File: src/rtl/mem_bus_arbiter.sv
// Two-requester (CPU / UART debug) arbiter for the single-port SAP-2 system RAM.
// Define ARB_ROUND_ROBIN_EN for round-robin tie-breaking; otherwise the CPU wins ties.
module mem_bus_arbiter #(
  parameter int DATA_WIDTH = 8,
  parameter int ADDR_WIDTH = 16
) (
  input  logic                  clk,
  input  logic                  reset,
  input  logic                  cpu_req,
  input  logic                  cpu_we,
  input  logic [ADDR_WIDTH-1:0] cpu_addr,
  input  logic [DATA_WIDTH-1:0] cpu_wdata,
  output logic                  cpu_ack,
  output logic [DATA_WIDTH-1:0] cpu_rdata,
  input  logic                  dbg_req,
  input  logic                  dbg_we,
  input  logic [ADDR_WIDTH-1:0] dbg_addr,
  input  logic [DATA_WIDTH-1:0] dbg_wdata,
  output logic                  dbg_ack,
  output logic [DATA_WIDTH-1:0] dbg_rdata,
  output logic                  ram_we,
  output logic [ADDR_WIDTH-1:0] ram_addr,
  output logic [DATA_WIDTH-1:0] ram_wdata,
  input  logic [DATA_WIDTH-1:0] ram_rdata,
  output logic                  busy,
  output logic                  gnt_dbg
);

  typedef enum logic [1:0] {IDLE, ISSUE, DONE} state_t;

  state_t                state, state_next;
  logic                  grant;
  logic                  win_dbg;
  logic                  tie_dbg;
  logic                  lat_we;
  logic [ADDR_WIDTH-1:0] lat_addr;
  logic [DATA_WIDTH-1:0] lat_wdata;
  logic [DATA_WIDTH-1:0] cpu_rdata_q, dbg_rdata_q;
  logic                  done_rd;

`ifdef ARB_ROUND_ROBIN_EN
  // 1 = debug owned the last grant; starts as debug so the CPU wins the first tie.
  logic last_owner;

  always_ff @(posedge clk) begin
    if (reset)      last_owner <= 1'b1;
    else if (grant) last_owner <= win_dbg;
  end

  assign tie_dbg = ~last_owner;
`else
  assign tie_dbg = 1'b0;
`endif

  assign win_dbg = dbg_req & (~cpu_req | tie_dbg);

  // NOTE: every output of this block gets a default first so no latch is inferred.
  always_comb begin
    state_next = state;
    grant      = 1'b0;
    unique case (state)
      IDLE: if (cpu_req || dbg_req) begin
        grant      = 1'b1;
        state_next = ISSUE;
      end
      ISSUE:   state_next = DONE;
      DONE:    state_next = IDLE;
      default: state_next = IDLE;
    endcase
  end

  // NOTE: sequential state uses non-blocking assignments so all registers update together.
  always_ff @(posedge clk) begin
    if (reset) begin
      state     <= IDLE;
      lat_we    <= 1'b0;
      lat_addr  <= '0;
      lat_wdata <= '0;
      gnt_dbg   <= 1'b0;
    end else begin
      state <= state_next;
      if (grant) begin
        gnt_dbg   <= win_dbg;
        lat_we    <= win_dbg ? dbg_we    : cpu_we;
        lat_addr  <= win_dbg ? dbg_addr  : cpu_addr;
        lat_wdata <= win_dbg ? dbg_wdata : cpu_wdata;
      end
    end
  end

  // Read data is captured on DONE of a read so it holds until the next read ack.
  always_ff @(posedge clk) begin
    if (reset) begin
      cpu_rdata_q <= '0;
      dbg_rdata_q <= '0;
    end else if (done_rd) begin
      if (gnt_dbg) dbg_rdata_q <= ram_rdata;
      else         cpu_rdata_q <= ram_rdata;
    end
  end

  assign done_rd   = (state == DONE) && !lat_we;
  assign ram_we    = (state == ISSUE) && lat_we && !reset;
  assign ram_addr  = lat_addr;
  assign ram_wdata = lat_wdata;
  assign busy      = (state != IDLE);
  assign cpu_ack   = (state == DONE) && !gnt_dbg && !reset;
  assign dbg_ack   = (state == DONE) &&  gnt_dbg && !reset;
  assign cpu_rdata = (done_rd && !gnt_dbg) ? ram_rdata : cpu_rdata_q;
  assign dbg_rdata = (done_rd &&  gnt_dbg) ? ram_rdata : dbg_rdata_q;

endmodule

File: config.mk
export PLATFORM = sky130hd
export DESIGN_NAME = mem_bus_arbiter
export DESIGN_NICKNAME = d
export VERILOG_FILES = /design/src/rtl/mem_bus_arbiter.sv
export SDC_FILE = /design/constraint.sdc
export NUM_CORES = 1
export LEC_CHECK = 0
export BUFFER_PORTS_ARGS = -buffer_cell sky130_fd_sc_hd__buf_2
export CAP_MARGIN = 20
export CORE_MARGIN = 4
export CORE_UTILIZATION = 43
export DETAILED_ROUTE_END_ITERATION = 12
export HOLD_SLACK_MARGIN = 0.08
export PLACE_DENSITY = 0.78
export SYNTH_ARGS = -nofsm -noshare
export SYNTH_HDL_FRONTEND = slang
export SYNTH_SLANG_ARGS = --single-unit
File: constraint.sdc
create_clock -name clk -period 1.65 [get_ports clk]
set_clock_uncertainty 0.05 [all_clocks]
set_input_delay 0.165 -clock clk [delete_from_list [all_inputs] [get_ports clk]]
set_output_delay 0.165 -clock clk [all_outputs]
set_load 0.03 [all_outputs]
## Word-level counts from Yosys, hierarchy flattened

Index checks and enable logic that the tools add are counted.

- Add/subtract/negate cells: 0
- $mul: 0
- Divide/modulo/power cells: 0
- $lt $le $gt $ge: 0
- Equality and inequality tests: 3
- Shifts and indexed selects: 0
- Multiplexer cells: 9
- Bitwise gates (word level): 3
- Reduce and logical (&&, ||, !) cells: 17

Operators with widths:

| kind | number |
|---|---|
| $mux W8 | 3 |
| $mux W16 | 1 |
| $logic_and A1 B1 Y1 | 9 |
| $pmux W2 S2 | 1 |
| $reduce_and A2 Y1 | 2 |
| $logic_not A1 Y1 | 3 |
| $mux W1 | 3 |
| $eq A2 B1 Y1 const B | 1 |
| $eq A2 B2 Y1 const B | 1 |
| $logic_not A2 Y1 | 1 |
| $mux W2 | 1 |
| $ne A2 B2 Y1 const B | 1 |
| $not A1 Y1 | 2 |
| $reduce_bool A2 Y1 | 1 |
| $and A1 B1 Y1 | 1 |
| $logic_or A1 B1 Y1 | 1 |

- Flip-flop bits (word level): 44
- Bits in latches: 0
- Bits in writable memories: 0
- Memory bits (read-only): 0
- Bits of input ports: 62
- Word-level logic and storage cells: 39
- Memories: 0

## Longest topological paths before layout

Gate-level depths: netlist of run 1.

- Depth after elaboration: 4
- Depth in mapped cells: 5

## Worst setup path before layout of run 1

Ideal clock, no wire load.

- Kind: register to register
- From: register gnt_dbg
- To: register dbg_rdata_q[5]
- Arrival time: 1.668 ns
- Setup slack: -0.196 ns
- Stages on the path, launching flop included: 5
- Buffers on the path: 1
- Path through: dfxtp_1 > nor4bb_1 > buf_2 > mux2_2 > nor2b_1

- Word-level cells in the longest chain between the ends: 1

Ends and longest elaborated chain:

| item | RTL line | text |
|---|---|---|
| start, declared | 26 | `output logic gnt_dbg` |
| start signal, assigned | 83 | `gnt_dbg <= win_dbg;` |
| $reduce_and A2 Y1 (no source line) | n/a |  |
| end signal, assigned | 97 | `if (gnt_dbg) dbg_rdata_q <= ram_rdata;` |
| end, declared | 38 | `logic [DATA_WIDTH-1:0] cpu_rdata_q, dbg_rdata_q;` |

No other way between the ends.
A chain may end at the register's enable or synchronous reset.

## Worst setup path in the final report of run 1

- From: register state[0]
- To: output dbg_rdata[0]

- Word-level cells in the longest chain between the ends: 4

Ends and longest elaborated chain:

| item | RTL line | text |
|---|---|---|
| start, declared | 31 | `state_t state, state_next;` |
| start signal, assigned | 81 | `state <= state_next;` |
| $eq A2 B2 Y1 | 102 | `assign done_rd = (state == DONE) && !lat_we;` |
| $logic_and A1 B1 Y1 | 102 |  |
| $logic_and A1 B1 Y1 | 110 | `assign dbg_rdata = (done_rd && gnt_dbg) ? ram_rdata : dbg_rdata_q;` |
| $mux W8 | 110 |  |
| end, declared | 20 | `output logic [DATA_WIDTH-1:0] dbg_rdata,` |

No other way between the ends.

==> qor.yml, run 1 <==
clocking:
  cts-root-buf: "clkbuf_8"
  cts_tree: "done"
  clkLatencyLatePin_ns: 0.30
  path_clk_slew_ns: 0.09
  cts_sinks: 44
  clockBufferDepth: 2
  numCtsBuffers: 5
  cts.htree.levels: 2
sta:
  period_minus_slack_ns: 1.86
  setup_viol: 16
  final.setup.worst_slack_ns: -0.206
  fmax_mhz: 539
  maxSlewHeadroom_pct: 67.7
  drv_slew: 0
  min_period_over_period_pct: 113
  final-hold-violation-count: 0
  rsz0062_at_grt: "yes"
  worst_slew_pin_slew_ns: 0.484
synthesis:
  yosysTopAreaCell: "dfxtp_1"
  ys_seq_elements: 44
  synth-main-ff-cell: "dfxtp_1"
  yosys_warnings: 0
  ys_types: 21
  synth.area.top_cells: "dfxtp_1 46%, a311oi_1 12%, nand2_1 10%"
  synthArstFlopShare_pct: 0
  synth_edf_count: 0
  yosysSeqAreaShare_pct: 46.5
  synth_top_area_share_pct: 46.5
  synth_area_um2: 1900
  syn-num-nets: 274
  postSynthCellCount: 212
  syn_avg_cell_area_um2: 8.94
detailed_routing:
  route.detailed.drc: 0
  first_pass_iters: 4
  via_per_inst: 5.26
  drt_wl_total_um: 6180
  drtIter0Drc: 109
  via_count: 2110
  routedWlPerCell_um: 15.4
  postRouteAntennaNets: 0
global_route:
  grt_usage_pct: 22.0
  grt_pass1_vias: 2048
  grt_pass1_wl_um: 9380
  grt_max_degree: 34
  antenna_found_initial: 0
  grt_overflow: 0
pwr:
  switchingPower_mw: 0.832
  p_comb_share_pct: 28.1
  power_frac_clock_pct: 26.5
  power_frac_seq_pct: 45.4
  swShare_pct: 31.7
  leakage_nw: 1.44
  power_density_nw_per_um2: 849
  ir_worst_vdd_mv: 0.508
  p_int_mw: 1.80
cells_and_area:
  layout-drive-gt1-share_pct: 44.2
  multi_input_area_um2: 1010
  area_delta_synth_final_pct: 63.3
  fin_cells: 401
  fillers: 299
  nNetsFinal: 412
  seqCellArea_um2: 891
  layout_common_cells: "90 x buf_2, 51 x nand2_1, 40 x dfxtp_1, 29 x dlygate4sd3_1, 26 x a21oi_1"
  diodes: 0
  mostFrequentLayoutCell: "buf_2"
placed_design:
  io_buffers: 106
  place_ws_ns: 0.0403
  dp_hpwl_um: 3880
  dpl.cell_count: 362
  gp_congestion: 0.785
worst_setup_path:
  worstSetupPathType: "reg2out"
  crit_path_cell_trace: "nor4bb_2 -> buf_4 -> mux2_4 -> buf_6"
  critPathTopFamily: "buffers and inverters"
  arrival_ns: 1.64
  critPathSlowestCell: "dfxtp_2"
  crit_fanout: 8
  crit_path_start_kind: "flop"
  slowest_delay_ns: 0.35
  regToRegSetupSlack_ns: 0.14
  cp-end-kind: "output port"
  cp.required_ns: 1.43
  path_buf_inv: 2
floorplan:
  core-area_um2: 4140
  die_h_um: 74.4
  dieArea_um2: 5530
  boundaryPins: 107
  fp.dieW_um: 74.4
  start_util_pct: 45.7
  rows: 23
status:
  violations: "negative setup slack"
  status: "finished, violations left"
job:
  maxCapViolCount: 0
worst_hold_path:
  hp-class: "in2reg"
==> area by class of cell <==
| class | instances | area share (%) |
|---|---|---|
| Clock buffer | 7 | 2.79 |
| Tap cell | 50 | 2.02 |
| Inverter | 1 | 0.121 |
| Multi-Input combinational cell | 148 | 32.5 |
| Clock inverter | 1 | 0.243 |
| Sequential cell | 44 | 28.8 |
| Timing Repair Buffer | 150 | 33.5 |
==> flip-flops by register name, summed over array words and instances (netlist names) <==
signal       flops
ram_addr        16
cpu_rdata_q      8
dbg_rdata_q      8
ram_wdata        8
state            2
gnt_dbg          1
lat_we           1
==> through the flow <==
| step | TNS (ns) | power, mW | hold slack (ns) | utilization [%] | area [um^2] |
|---|---|---|---|---|---|
| after floorplan | 0 | 1.62 | 0.275 | - | 1910 |
| after global placement | 0 | 1.85 | 0.381 | 61.0 | 2530 |
| after detailed placement | 0 | 1.86 | 0.389 | 61.0 | 2530 |
| after CTS | -3.31 | 2.63 | 0.0814 | 74.5 | 3090 |
| after global routing | -3.86 | 2.75 | 0.0836 | 74.7 | 3100 |
| final | -2.96 | 2.63 | 0.0867 | 74.7 | 3100 |
==> worst paths after layout <==
check,startpoint,to,cells past startpoint
worst min-delay path,dbg_wdata[4],ram_wdata[4],3
worst max-delay path,state[0],dbg_rdata[0],4
worst max register to register,state[0],dbg_rdata_q[0],4
worst min register to register,ram_addr[12],ram_addr[12],2
==> worst reg2reg max path, cell delays in order, from the launching register on <==
cell and delay (ns):
dfxtp_2 0.35, nor4bb_2 0.27, buf_4 0.25, mux2_4 0.34, nor2b_1 0.14
==> cell families (layout without fill, tap and decap cells) <==
family	count (synthesis)	after routing	synth area share, %
compound gates	52	52	18.7
flops	44	44	46.5
simple gates	80	80	21.0
buf+inv	20	159	4.36
mux	16	16	9.50
==> synthesized netlist by cell type, types with 2 or more instances <==
cell type,number
nand2_1,51
dfxtp_1,44
a21oi_1,26
a311oi_1,25
nor2b_1,17
mux2_2,16
clkbuf_1,12
buf_2,6
nor2_2,2
nor4bb_1,2
==> power groups by stage <==
stage	combinational [mW]	sequential, mW	clock [mW]
CTS	0.729	1.19	0.710
detailed placement	0.641	1.21	0
global route	0.795	1.20	0.747
global placement	0.636	1.21	0
finish	0.738	1.19	0.698
floorplan	0.270	1.35	0
==> routing by layer <==
| layer | wire length, um | vias up | track usage, % |
|---|---|---|---|
| met5 | 0 | - | 0 |
| met2 | 3060 | 110 | 39.0 |
| met4 | 157 | 0 | 8.89 |
| met3 | 560 | 17 | 6.62 |
| met1 | 2400 | 960 | 24.6 |
| li1 | - | 1023 | - |
==> repair_timing <==
item | CTS | global route
hold buffers | 29 | 0
pin swaps | 2 | 2
setup buffers | 2 | 0
hold endpoints to repair | 19 | 0
setup endpoints to repair | 16 | 16
resized for setup | 51 | 2
Power figures use the tool's default switching activity.
==> run 2: changes to the inputs <==
--- a/config.mk
+++ b/config.mk
@@ -7,11 +7,14 @@
 export LEC_CHECK = 0
 export BUFFER_PORTS_ARGS = -buffer_cell sky130_fd_sc_hd__buf_2
 export CAP_MARGIN = 20
+export CELL_PAD_IN_SITES_DETAIL_PLACEMENT = 1
+export CELL_PAD_IN_SITES_GLOBAL_PLACEMENT = 1
 export CORE_MARGIN = 4
-export CORE_UTILIZATION = 43
+export CORE_UTILIZATION = 31
 export DETAILED_ROUTE_END_ITERATION = 12
+export GPL_ROUTABILITY_DRIVEN = 0
 export HOLD_SLACK_MARGIN = 0.08
-export PLACE_DENSITY = 0.78
+export PLACE_DENSITY_LB_ADDON = 0.1
 export SYNTH_ARGS = -nofsm -noshare
 export SYNTH_HDL_FRONTEND = slang
 export SYNTH_SLANG_ARGS = --single-unit
==> constraint.sdc (replaced) <==
create_clock -name clk -period 2.08 [get_ports clk]
set_clock_uncertainty 0.05 [all_clocks]
set_input_delay 0.208 -clock clk [delete_from_list [all_inputs] [get_ports clk]]
set_output_delay 0.208 -clock clk [all_outputs]
set_load 0.03 [all_outputs]
==> run 2 against run 1 <==
The flow now finishes without violations; register-to-register slack improved by 0.35 ns; sequential share of layout area is 4.9 points higher; design area fell by 15%; via count fell by 9.6%; global-route usage down 6.4 points; sequential cell count unchanged; critical path depth unchanged; combinational power shrank 32%; hold slack improved by 0.034 ns; non-clock buffer count is 34 lower.
==> qor.yml, run 2 (same netlist as run 1, synthesis figures left out) <==
sta:
  fmax_mhz: 506
  fin_tns_setup_ns: 0  # was -2.96 ns
  maxSlewHeadroom_pct: 66.5  # was 67.7%
  period_minus_slack_ns: 1.98
  worst_hold_slack_ns: 0.120  # was 0.0867 ns
  setup_viol: 0  # was 16
  final-hold-violation-count: 0  # unchanged
  min_period_over_period_pct: 95.1
  worst_slew_pin_slew_ns: 0.502  # was 0.484 ns
  drv_slew: 0  # unchanged
global_route:
  grt_pass1_wl_um: 9360  # was 9380 um
  grt_max_degree: 39  # was 34
  grt_overflow: 0  # unchanged
  grt_usage_pct: 15.7  # was 22.0%
  grt_pass1_vias: 1981  # was 2,048
  antenna_found_initial: 0  # unchanged
pwr:
  power_density_nw_per_um2: 763  # was 849 nW/um^2
  p_total_mw: 2.00  # was 2.63 mW
  leakage_nw: 1.27  # was 1.44 nW
  ir_worst_vdd_mv: 0.249  # was 0.508 mV
detailed_routing:
  drt_wl_total_um: 5950  # was 6180 um
  route.detailed.drc: 0  # unchanged
  drtIter0Drc: 53  # was 109
  via_per_inst: 4.87  # was 5.26
  postRouteAntennaNets: 0  # unchanged
  routedWlPerCell_um: 15.2  # was 15.4 um
  via_count: 1908  # was 2,110
  first_pass_iters: 4  # unchanged
status:
  status: "completed"  # was finished, violations left
placed_design:
  dp_hpwl_um: 4320  # was 3880 um
  dpl.cell_count: 382  # was 362
  place_area_um2: 2510  # was 2530 um^2
  io_buffers: 106  # unchanged
worst_hold_path:
  hp-class: "in2reg"  # unchanged
floorplan:
  core-area_um2: 5920  # was 4140 um^2
  die_h_um: 86.2  # was 74.4 um
  boundaryPins: 107  # unchanged
  start_util_pct: 32.0  # was 45.7%
  fp.dieW_um: 86.2  # was 74.4 um
  rows: 28  # was 23
  dieArea_um2: 7430  # was 5530 um^2
cells_and_area:
  fin_cells: 392  # was 401
  mostFrequentLayoutCell: "buf_2"  # unchanged
  stdcell_area_um2: 2620  # was 3100 um^2
  layout-drive-gt1-share_pct: 46.7  # was 44.2%
  largest_reg_flops: 16  # unchanged
  area_delta_synth_final_pct: 38.4  # was 63.3%
  nNetsFinal: 378  # was 412
  diodes: 0  # unchanged
  layout_common_cells: "106 x buf_2, 51 x nand2_1, 42 x dfxtp_1, 26 x a21oi_1, 25 x a311oi_1"  # was 90 x buf_2, 51 x nand2_1, 40 x dfxtp_1, 29 x dlygate4sd3_1, 26 x a21oi_1
worst_setup_path:
  cp-end-kind: "output port"  # unchanged
  cp.required_ns: 1.82  # was 1.43 ns
  crit_fanout: 8  # unchanged
  crit_path_start_kind: "flop"  # unchanged
  arrival_ns: 1.72  # was 1.64 ns
  worstSetupPathType: "reg2out"  # unchanged
clocking:
  clkLatencyLatePin_ns: 0.29  # was 0.30 ns
  clockBufferDepth: 2  # unchanged
  cts_hold_buffers: 0  # was 29
  cts.htree.levels: 2  # unchanged
  cts_sinks: 44  # unchanged
  cts-root-buf: "clkbuf_8"  # unchanged
  numCtsBuffers: 5  # unchanged
  path_clk_slew_ns: 0.09  # about the same
  cts_tree: "done"  # unchanged
job:
  maxCapViolCount: 0  # unchanged
==> run 2: changes by cell type in the layout (fill, tap and decap cells not counted), sizes merged <==
| cell | delta |
|---|---|
| dlygate4sd3 | -29 |
| buf | -5 |
| clkinv | +2 |
| clkbuf | -1 |
| clkinvlp | -1 |
==> run 2: final cells by class <==
type	instances	area, um^2
Fill cell	740	3300
Multi-Input combinational cell	148	941
Sequential cell	44	883
Timing Repair Buffer	116	609
Tap cell	75	93.8
Clock buffer	6	82.6
Clock inverter	2	10.0
Inverter	1	3.75
==> run 2: metal layers <==
metal  GRT usage (%)  vias up  part of all wire [%]
met2            28.4       59                    48
met4            2.97        0                  0.67
met3            5.32        5                   7.9
met1            17.9      889                    44
li1                -      955                     -
met5               0        -                     0
==> run 2: timing repair <==
action | 4_1_cts | 5_1_grt
pin swaps | 1 | 0
setup buffers | 1 | 0
setup endpoints to repair | 6 | 13
gates resized for setup | 0 | 2
==> run 2: worst paths after layout <==
check | from | to | slack, ns | cells after the start
setup reg to reg | state[0] | ram_wdata[4] | 0.49 | 5
setup / recovery | gnt_dbg | dbg_rdata[6] | 0.10 | 4
hold reg to reg | state[1] | state[1] | 0.44 | 1
hold / removal | dbg_addr[13] | ram_addr[13] | 0.12 | 3
==> run 2: through the flow <==
stage | setup slack [ns] | util [%]
after floorplan | 0.184 | -
after global placement | 0.217 | 42.4
after detailed placement | 0.146 | 42.4
after CTS | 0.00879 | 44.1
after global routing | -0.000952 | 44.3
final | 0.102 | 44.3
==> run 2: power by group <==
| group | switching, mW | internal [mW] |
|---|---|---|
| Clock | 0.286 | 0.265 |
| Combinational | 0.322 | 0.182 |
| Sequential | 0.0392 | 0.908 |
==> run 2: critical path, stage by stage, from the launching register on <==
cell and delay [ns]:
dfxtp_2 0.39, nor4bb_2 0.28, buf_4 0.22, mux2_2 0.36, buf_2 0.18
==> run 3: changes to the inputs <==
--- a/config.mk
+++ b/config.mk
@@ -14,7 +14,7 @@
 export DETAILED_ROUTE_END_ITERATION = 12
 export GPL_ROUTABILITY_DRIVEN = 0
 export HOLD_SLACK_MARGIN = 0.08
-export PLACE_DENSITY_LB_ADDON = 0.1
+export PLACE_DENSITY = 0.76
 export SYNTH_ARGS = -nofsm -noshare
 export SYNTH_HDL_FRONTEND = slang
 export SYNTH_SLANG_ARGS = --single-unit
==> run 3 against run 2 <==
Die area unchanged; count of clock-buffer cells in the layout increased by 1; via count increased by 1.3%; highest routed layer unchanged; worst setup slack improved by 0.0063 ns; cell count decreased by 0.51%; utilization increased by 0.72 points; non-clock buffer count decreased by 2; largest cell class unchanged; sequential cell count unchanged; critical path depth unchanged; wire length increased by 2.7%; sequential power about the same.
==> qor.yml, run 3 (same netlist as run 1, synthesis figures left out) <==
status:
  status: "completed"  # unchanged
detailed_routing:
  drt_wl_total_um: 6110  # was 5950 um
  route.detailed.drc: 0  # unchanged
  postRouteAntennaNets: 0  # unchanged
  via_count: 1932  # was 1,908
  via_per_inst: 4.95  # was 4.87
  first_pass_iters: 4  # unchanged
  routedWlPerCell_um: 15.7  # was 15.2 um
  drtIter0Drc: 32  # was 53
worst_hold_path:
  holdPathEnd: "lat_we"  # was ram_addr[13]
  hp-class: "in2reg"  # unchanged
  holdPathStages: 3  # unchanged
  hp-start: "dbg_we"  # was dbg_addr[13]
clocking:
  numCtsBuffers: 5  # unchanged
  cts_tree: "done"  # unchanged
  cts_hold_buffers: 0  # unchanged
  clockBufferDepth: 2  # unchanged
  path_clk_slew_ns: 0.08  # was 0.09 ns
  cts.htree.levels: 2  # unchanged
  cts-root-buf: "clkbuf_8"  # unchanged
  clkLatencyLatePin_ns: 0.29  # about the same
  cts_sinks: 44  # unchanged
pwr:
  leakage_nw: 1.28  # was 1.27 nW
  power_density_nw_per_um2: 814  # was 763 nW/um^2
  ir_worst_vdd_mv: 0.308  # was 0.249 mV
floorplan:
  die_h_um: 86.2  # unchanged
  dieArea_um2: 7430  # unchanged
  boundaryPins: 107  # unchanged
  core-area_um2: 5920  # unchanged
  fp.dieW_um: 86.2  # unchanged
  start_util_pct: 32.0  # unchanged
  rows: 28  # unchanged
sta:
  maxSlewHeadroom_pct: 66.8  # was 66.5%
  drv_slew: 0  # unchanged
  period_minus_slack_ns: 1.97  # was 1.98 ns
  fmax_mhz: 507  # was 506 MHz
  min_period_over_period_pct: 94.8  # was 95.1%
  setup_viol: 0  # unchanged
  worst_slew_pin_slew_ns: 0.498  # was 0.502 ns
  final-hold-violation-count: 0  # unchanged
  rsz0062_at_grt: "no"
  fin_tns_setup_ns: 0  # unchanged
cells_and_area:
  fillers: 754  # was 740
  area_delta_synth_final_pct: 40.7  # was 38.4%
  mostFrequentLayoutCell: "buf_2"  # unchanged
  fin_cells: 390  # was 392
  nNetsFinal: 376  # was 378
  diodes: 0  # unchanged
  layout_common_cells: "106 x buf_2, 51 x nand2_1, 40 x dfxtp_1, 26 x a21oi_1, 25 x a311oi_1"  # was 106 x buf_2, 51 x nand2_1, 42 x dfxtp_1, 26 x a21oi_1, 25 x a311oi_1
  seqCellArea_um2: 886  # was 883 um^2
  largest_reg_flops: 16  # unchanged
  multi_input_area_um2: 950  # was 941 um^2
  layout-drive-gt1-share_pct: 47.0  # was 46.7%
placed_design:
  dpl.cell_count: 381  # was 382
  io_buffers: 106  # unchanged
  dp_hpwl_um: 4420  # was 4320 um
global_route:
  top_usage_layer: "met2"  # unchanged
  grt_overflow: 0  # unchanged
  grt_pass1_wl_um: 9620  # was 9360 um
  grt_usage_pct: 16.4  # was 15.7%
  grt.met2_usage_pct: 29.9  # was 28.4%
  grt_max_degree: 38  # was 39
  gr-usage-met1_pct: 18.1  # was 17.9%
  grt_use_met3_pct: 6.27  # was 5.32%
  grt_pass1_vias: 2065  # was 1,981
  antenna_found_initial: 0  # unchanged
worst_setup_path:
  regToRegSetupSlack_ns: 0.54  # was 0.49 ns
  r2r-end: "cpu_rdata_q[6]"  # was ram_wdata[4]
  cp-end-kind: "output port"  # unchanged
  crit_fanout: 8  # unchanged
  reg2reg_from: "lat_we"  # was state[0]
  r2r_cells: 4  # was 5
  cp.required_ns: 1.82  # about the same
  arrival_ns: 1.71  # was 1.72 ns
  worstSetupPathType: "reg2out"  # unchanged
  crit_path_start_kind: "flop"  # unchanged
job:
  maxCapViolCount: 0  # unchanged
-- run 3: cell types whose count changed in the layout (fill, tap and decap cells not counted) --
cell	delta
nor4bb_2	-1
nor4bb_4	+1
dfxtp_1	-2
buf_12	+1
dfxtp_2	+2
buf_4	-3
clkbuf_8	+1
bufinv_16	+1
clkinv_2	-2
-- run 3: final cells by class --
class                           count  share of cell area, %
Clock buffer                        7                   3.61
Clock inverter                      1                   1.13
Inverter                            1                  0.141
Multi-Input combinational cell    148                   35.6
Sequential cell                    44                   33.2
Tap cell                           75                   3.52
Timing Repair Buffer              114                   22.8
-- run 3: worst max path at each step --
stage | slack (ns) | endpoint | depth (start not counted) | from
global placement | 0.34 | cpu_rdata[0] | 3 | lat_we
floorplan | 0.18 | cpu_ack | 3 | reset
global route | 0.02 | dbg_rdata[6] | 4 | gnt_dbg
finish | 0.11 | cpu_rdata[7] | 4 | lat_we
CTS | 0.0004 | dbg_rdata[6] | 4 | gnt_dbg
detailed placement | 0.26 | cpu_rdata[7] | 3 | state[1]
-- run 3: report_power, final --
part           switching, mW  internal (mW)  total (mW)
logic                  0.322          0.185       0.507
clock network          0.289          0.424       0.713
registers             0.0404          0.909       0.950
-- run 3: layer usage --
metal | up-vias | routed length (um)
met2 | 74 | 3000
met4 | 0 | 29
met1 | 899 | 2480
met5 | - | 0
li1 | 955 | -
met3 | 4 | 596
-- run 3: what timing repair did --
item | 4_1_cts | 5_1_grt
setup endpoints to repair | 8 | 8
setup buffers | 1 | 0
hold endpoints to repair | 0 | 0
resized for setup | 0 | 7
-- run 3: per-stage QoR --
| step | area (um^2) | total power [mW] | worst slack (ns) | utilization (%) | hold WS, ns |
|---|---|---|---|---|---|
| after floorplan | 1900 | 1.28 | 0.184 | - | 0.318 |
| after global placement | 2510 | 1.47 | 0.340 | 42.4 | 0.427 |
| after detailed placement | 2510 | 1.48 | 0.261 | 42.4 | 0.430 |
| after CTS | 2640 | 2.20 | 0.000370 | 44.6 | 0.112 |
| after global routing | 2670 | 2.28 | 0.0211 | 45.0 | 0.116 |
| final | 2670 | 2.17 | 0.108 | 45.0 | 0.112 |
-- run 3: worst max-delay path: stages (launching register included) --
cell	delay [ns]
dfxtp_2	0.37
nor4b_4	0.29
buf_4	0.22
mux2_2	0.36
buf_2	0.18
